===== src/rtl/pipe_skid_reg_pkg.sv =====
// riscv_pipe_pkg: shared constants and types for RISC-V inter-stage pipeline registers.
//   XLEN      - architectural word width
//   NOP_INSN  - canonical NOP (addi x0,x0,0), the usual idle value for instruction stages
//   OCC_W     - width of the skid register occupancy count (0..2)
//   skid_state_e - {main_v, skid_v} encoded occupancy states
package riscv_pipe_pkg;
   localparam int XLEN = 32;
   localparam logic [31:0] NOP_INSN = 32'h0000_0013;
   localparam int OCC_W = 2;
   typedef enum logic [1:0] {
      EMPTY = 2'b00,
      ONE   = 2'b10,
      FULL  = 2'b11
   } skid_state_e;
endpackage


===== src/rtl/pipe_skid_reg_if.sv =====
// pipe_skid_reg_if: handshake bundle between producer stage, skid register and consumer stage.
//   flush                       - discard all held words
//   in_valid/in_ready/in_data   - producer side handshake
//   out_valid/out_ready/out_data- consumer side handshake
//   occupancy                   - held word count
//   master: drives the block (producer+consumer view); slave: the skid register itself.
interface pipe_skid_reg_if
   import riscv_pipe_pkg::*;
#(
   parameter int N = XLEN
);
   logic             flush;
   logic             in_valid;
   logic             in_ready;
   logic [N-1:0]     in_data;
   logic             out_valid;
   logic             out_ready;
   logic [N-1:0]     out_data;
   logic [OCC_W-1:0] occupancy;
   modport master (
      output flush, in_valid, in_data, out_ready,
      input  in_ready, out_valid, out_data, occupancy
   );
   modport slave (
      input  flush, in_valid, in_data, out_ready,
      output in_ready, out_valid, out_data, occupancy
   );
endinterface


===== src/rtl/pipe_skid_reg_slot.sv =====
// skid_slot: N-bit data register with async active-low reset, sync clear and load enable.
//   clk, rst_n - clock and async reset (reset value RSTVAL)
//   clr        - synchronous return to RSTVAL, dominates ld
//   ld, d      - load d on this edge
//   q          - registered value
module skid_slot #(
   parameter int          N      = 32,
   parameter logic [N-1:0] RSTVAL = '0
) (
   input  logic         clk,
   input  logic         rst_n,
   input  logic         clr,
   input  logic         ld,
   input  logic [N-1:0] d,
   output logic [N-1:0] q
);
   logic [N-1:0] data_d, data_q;
   always_comb data_d = clr ? RSTVAL : ld ? d : data_q;
   always_ff @(posedge clk or negedge rst_n)
      if (!rst_n) data_q <= RSTVAL;
      else        data_q <= data_d;
   assign q = data_q;
endmodule


===== src/rtl/pipe_skid_reg.sv =====
// pipe_skid_reg: 2-entry main+skid elastic pipeline register with flush.
//   clk   - rising-edge clock
//   rst_n - asynchronous active-low reset
//   bus   - pipe_skid_reg_if.slave: flush, in_valid/in_ready/in_data,
//           out_valid/out_ready/out_data, occupancy
// in_ready depends only on the registered skid-valid bit, so there is no
// combinational path from out_ready to in_ready.
module pipe_skid_reg
   import riscv_pipe_pkg::*;
#(
   parameter int           N      = XLEN,
   parameter logic [N-1:0] RSTVAL = '0
) (
   input logic             clk,
   input logic             rst_n,
   pipe_skid_reg_if.slave  bus
);
   skid_state_e  state_d, state_q;
   logic         main_v, skid_v;
   logic         in_xfer, out_xfer;
   logic         main_ld, skid_ld, main_from_skid;
   logic [N-1:0] main_q, skid_q, main_in;
   assign main_v   = state_q[1];
   assign skid_v   = state_q[0];
   assign in_xfer  = bus.in_valid & ~skid_v;
   assign out_xfer = main_v & bus.out_ready;
   always_comb begin
      state_d        = state_q;
      main_ld        = 1'b0;
      skid_ld        = 1'b0;
      main_from_skid = 1'b0;
      case (state_q)
         EMPTY: begin
            state_d = in_xfer ? ONE : EMPTY;
            main_ld = in_xfer;
         end
         ONE: begin
            // simultaneous in/out keeps one word: the new word replaces main
            state_d = (in_xfer & ~out_xfer) ? FULL : (~in_xfer & out_xfer) ? EMPTY : ONE;
            main_ld = in_xfer & out_xfer;
            skid_ld = in_xfer & ~out_xfer;
         end
         FULL: begin
            state_d        = out_xfer ? ONE : FULL;
            main_ld        = out_xfer;
            main_from_skid = 1'b1;
         end
         default: state_d = EMPTY;
      endcase
      if (bus.flush) state_d = EMPTY;
   end
   always_ff @(posedge clk or negedge rst_n)
      if (!rst_n) state_q <= EMPTY;
      else        state_q <= state_d;
   assign main_in = main_from_skid ? skid_q : bus.in_data;
   skid_slot #(.N(N), .RSTVAL(RSTVAL)) u_main (
      .clk(clk), .rst_n(rst_n), .clr(bus.flush), .ld(main_ld), .d(main_in), .q(main_q)
   );
   skid_slot #(.N(N), .RSTVAL(RSTVAL)) u_skid (
      .clk(clk), .rst_n(rst_n), .clr(bus.flush), .ld(skid_ld), .d(bus.in_data), .q(skid_q)
   );
   assign bus.in_ready  = ~skid_v;
   assign bus.out_valid = main_v;
   assign bus.out_data  = main_q;
   assign bus.occupancy = {1'b0, main_v} + {1'b0, skid_v};
endmodule


===== src/flat_wrapper.sv =====
// flat-port wrapper written by rule: the top's interface ports become plain ports
module pipe_skid_reg_flat import riscv_pipe_pkg::*;
#(
   parameter int           N      = XLEN,
   parameter logic [N-1:0] RSTVAL = '0
)
  (clk, rst_n, bus_flush, bus_in_valid, bus_in_data, bus_out_ready, bus_in_ready, bus_out_valid, bus_out_data, bus_occupancy);
  pipe_skid_reg_if #(.N(N)) bus_i ();
  input logic clk;
  input logic rst_n;
  input wire logic [$bits(bus_i.flush)-1:0] bus_flush;
  input wire logic [$bits(bus_i.in_valid)-1:0] bus_in_valid;
  input wire logic [$bits(bus_i.in_data)-1:0] bus_in_data;
  input wire logic [$bits(bus_i.out_ready)-1:0] bus_out_ready;
  output wire logic [$bits(bus_i.in_ready)-1:0] bus_in_ready;
  output wire logic [$bits(bus_i.out_valid)-1:0] bus_out_valid;
  output wire logic [$bits(bus_i.out_data)-1:0] bus_out_data;
  output wire logic [$bits(bus_i.occupancy)-1:0] bus_occupancy;
  assign bus_i.flush = bus_flush;
  assign bus_i.in_valid = bus_in_valid;
  assign bus_i.in_data = bus_in_data;
  assign bus_i.out_ready = bus_out_ready;
  assign bus_in_ready = bus_i.in_ready;
  assign bus_out_valid = bus_i.out_valid;
  assign bus_out_data = bus_i.out_data;
  assign bus_occupancy = bus_i.occupancy;
  pipe_skid_reg #(.N(N), .RSTVAL(RSTVAL)) u_core (.clk(clk), .rst_n(rst_n), .bus(bus_i));
endmodule

===== config.mk =====
export PLATFORM = sky130hd
export DESIGN_NAME = pipe_skid_reg_flat
export DESIGN_NICKNAME = d
export VERILOG_FILES = /design/src/rtl/pipe_skid_reg_pkg.sv /design/src/rtl/pipe_skid_reg_if.sv /design/src/rtl/pipe_skid_reg_slot.sv /design/src/rtl/pipe_skid_reg.sv /design/src/flat_wrapper.sv
export SDC_FILE = /design/constraint.sdc
export NUM_CORES = 1
export LEC_CHECK = 0
export CAP_MARGIN = 20
export CORE_UTILIZATION = 51
export DETAILED_ROUTE_END_ITERATION = 12
export PLACE_DENSITY = 0.81
export SLEW_MARGIN = 25
export SYNTH_ARGS = -nofsm -noshare
export SYNTH_HDL_FRONTEND = slang
export SYNTH_HIERARCHICAL = 1
export SYNTH_SLANG_ARGS = --single-unit
export TNS_END_PERCENT = 20

===== constraint.sdc =====
create_clock -name clk -period 2.4 [get_ports clk]
set_input_delay 0.24 -clock clk [delete_from_list [all_inputs] [get_ports clk]]
set_output_delay 0.24 -clock clk [all_outputs]
set_load 0.02 [all_outputs]

==> out/metrics.yaml <==
vias: 2111
routabilityCongestion: 0.676
rr_endpoint: "u_core/u_main/q[30]"
finalCritPeriodShare_pct: 96.5
clk_latency_ns: 0.33
die_h_um: 83.2
path_clk_slew_ns: 0.08
holdWs_ns: 0.412
overflow: 0
slowest_stage: "clkdlybuf4s50_1"
port_buffers: 72
hold_path.class: "in -> reg"
synth.area.top_cells: "dfrtp_1 (49%), mux2i_1 (19%), mux2_4 (13%), nor2_1 (7.1%), buf_12 (3.6%)"
grtUsageTotal_pct: 19.1
viasPerCell: 5.10
cts_tree: "yes"
syn_nets: 300
crit_end: "bus_occupancy[1]"
utilization_pct: 67.1
slew_viol_final: 0
synthCells: 259
totalPowerFinal_mw: 2.92
fmax_ghz: 0.432
yosysWarnings: 6
synth_top_area_share_pct: 49.1
slowest_delay_ns: 0.67
dr.pass1.iters: 5
hold_violations: 0
grt_pass1_wl_mm: 10.4
timing.rr.start: "u_core/state_q[1]"
cp-end-kind: "output port"
multi_input_area_um2: 1510
nNetsFinal: 373
drc: 0
timing.critical_path.cells: "ha_2 > buf_4 > clkdlybuf4s50_1"
synthXorXnorAreaFrac_pct: 0
tns_ns: 0
synth_top_area_cell: "dfrtp_1"
drt-total-wl_mm: 6.20
worst-r2r-cell-count: 7
dr_wl_met2_mm: 2.97
grt_max_degree: 37
row_count: 29
ir_drop_mv: 0.387
first_global_vias: 2126
synth_edf_count: 0
cts_root_buf: "clkbuf_8"
start_util_pct: 53.0
ff2ff_setup_slack_ns: 0.45
topRoutingLayerUsed: "met4"
cts_buffer_depth: 2
yosys.area_share.simple_pct: 8.07
numCtsBuffers: 9
synthMuxAreaShare_pct: 33.1
worst_slew_pin_slew_ns: 0.706
ys_seq_area_share_pct: 49.1
placed_area_um2: 4070
design_area_um2: 4260
crit_type: "reg -> out"
synth_common_cells: "dfrtp_1 (66), mux2i_1 (64), nor2_1 (64), mux2_4 (30)"
syn_area_um2: 3360
core_area_um2: 6350
synthAdderAreaFrac_pct: 1.49
p_leak_nw: 1.92
post-synth-top-count-cell: "dfrtp_1"
dieArea_um2: 6920
worst_ep_arrival_time_ns: 2.08
path_max_fanout: 18
rsz0062_at_grt: "no"
synth-main-ff-cell: "dfrtp_1"
drt-initial-drc-count: 114
cts_setup_buffers: 0
filler_cell_count: 498
antenna_found_initial: 0
wl_met3_um: 245
final_layout_size_suffix_gt1_share_pct: 18.4
drv_cap: 0
htree_num_levels: 3
skew_ns: 0.00767
power_density_nw_per_um2: 684
setup_viol: 0
wl_met1_mm: 2.91
required_ns: 2.16
register_area_um2: 1650
crit_start: "u_core/state_q[1]"
outcome: "complete, no violations"
io-pin-count: 73
synth_compound_area_share_pct: 1.75
area_growth_pct: 26.7
finalCriticalPeriod_ns: 2.32
synth_top_family_by_area: "multiplexers"
antenna_left: 0
fp.dieW_um: 83.2
wl_per_cell_um: 15.0
syn_avg_cell_area_um2: 13.0
relSlewSlack_pct: 52.9
async_flop_share_pct: 100
cp-start-kind: "register"
antenna-diode-count: 0
hpwl_mm: 4.06
synth_cell_types: 19
ys_ff_latch: 66
cts_sinks: 66
-- through the flow --
stage / instances / worst slack (ns)
after floorplan: 259 / 0.387
after global placement: 397 / 0.487
after detailed placement: 397 / 0.432
after CTS: 414 / 0.0662
after global routing: 414 / 0.0152
final: 414 / 0.0834
-- worst max-delay path, delay by kind of cell, from the launching register on --
family / cells / cell delay, ns
buffers and inverters: 2 / 0.99
DFF: 1 / 0.49
adders and majority gates: 1 / 0.26
-- sequential cells by signal, indices dropped and copies added, names as in the netlist --
register / cells
u_core/state_q: 2
u_core/u_skid/q: 32
u_core/u_main/q: 32
-- power breakdown --
part,switching (mW),leakage (nW),internal (mW)
logic,0.361,0.925,0.391
registers,0.0610,0.899,1.21
clock network,0.422,0.0958,0.473
-- final cells by class --
class	instances	share of cell area, %
clock inverter	6	1.35
timing repair buffer	80	19.0
sequential	66	38.7
clock buffer	10	2.99
multi-input combinational	173	35.5
inverter	2	0.176
tap	77	2.26
-- worst min-delay path by stage --
| stage | from | to | slack [ns] | cells past startpoint |
|---|---|---|---|---|
| 6_report | bus_flush | u_core/u_skid/q[7] | 0.41 | 2 |
| 5_1_grt | bus_flush | u_core/u_main/q[2] | 0.42 | 2 |
| 4_1_cts | bus_flush | u_core/u_main/q[1] | 0.40 | 2 |
| 3_5_place_dp | rst_n | u_core/state_q[1] | 0.34 | 1 |
| 3_3_place_gp | rst_n | u_core/state_q[1] | 0.34 | 1 |
| 2_1_floorplan | rst_n | u_core/state_q[0] | -0.06 | 0 |
-- logic make-up (layout without fill, tap and decap cells) --
kind of cell / Yosys count / in the layout
AOI/OAI and AO/OA: 5 / 5
adders and majority gates: 4 / 4
buffers and inverters: 20 / 98
DFF: 66 / 66
muxes: 96 / 96
and+or+nand+nor: 68 / 68
-- layout by cell type, fill, tap and decap left out, types with 2 or more instances in the layout --
cell type        Yosys  routed
buf_12               6       3
buf_2                0       2
buf_4                0       4
clkbuf_8             0       9
clkdlybuf4s50_1      0      70
clkinv_2             0       4
dfrtp_1             66      66
ha_1                 4       3
inv_1                2       2
mux2_2               2       2
mux2_4              30      30
mux2i_1             64      64
nor2_1              64      64
-- metal layers --
metal / vias up / global-route usage (%)
met5: - / 0
met4: 0 / 7.52
met3: 8 / 4.27
met2: 47 / 29.7
met1: 1036 / 26.1
li1: 1020 / -
-- repair_timing --
item,4_1_cts,5_1_grt
resized for setup,0,0
hold buffers,1,0
hold endpoints to repair,30,0
(Power assumes the default switching activity.)
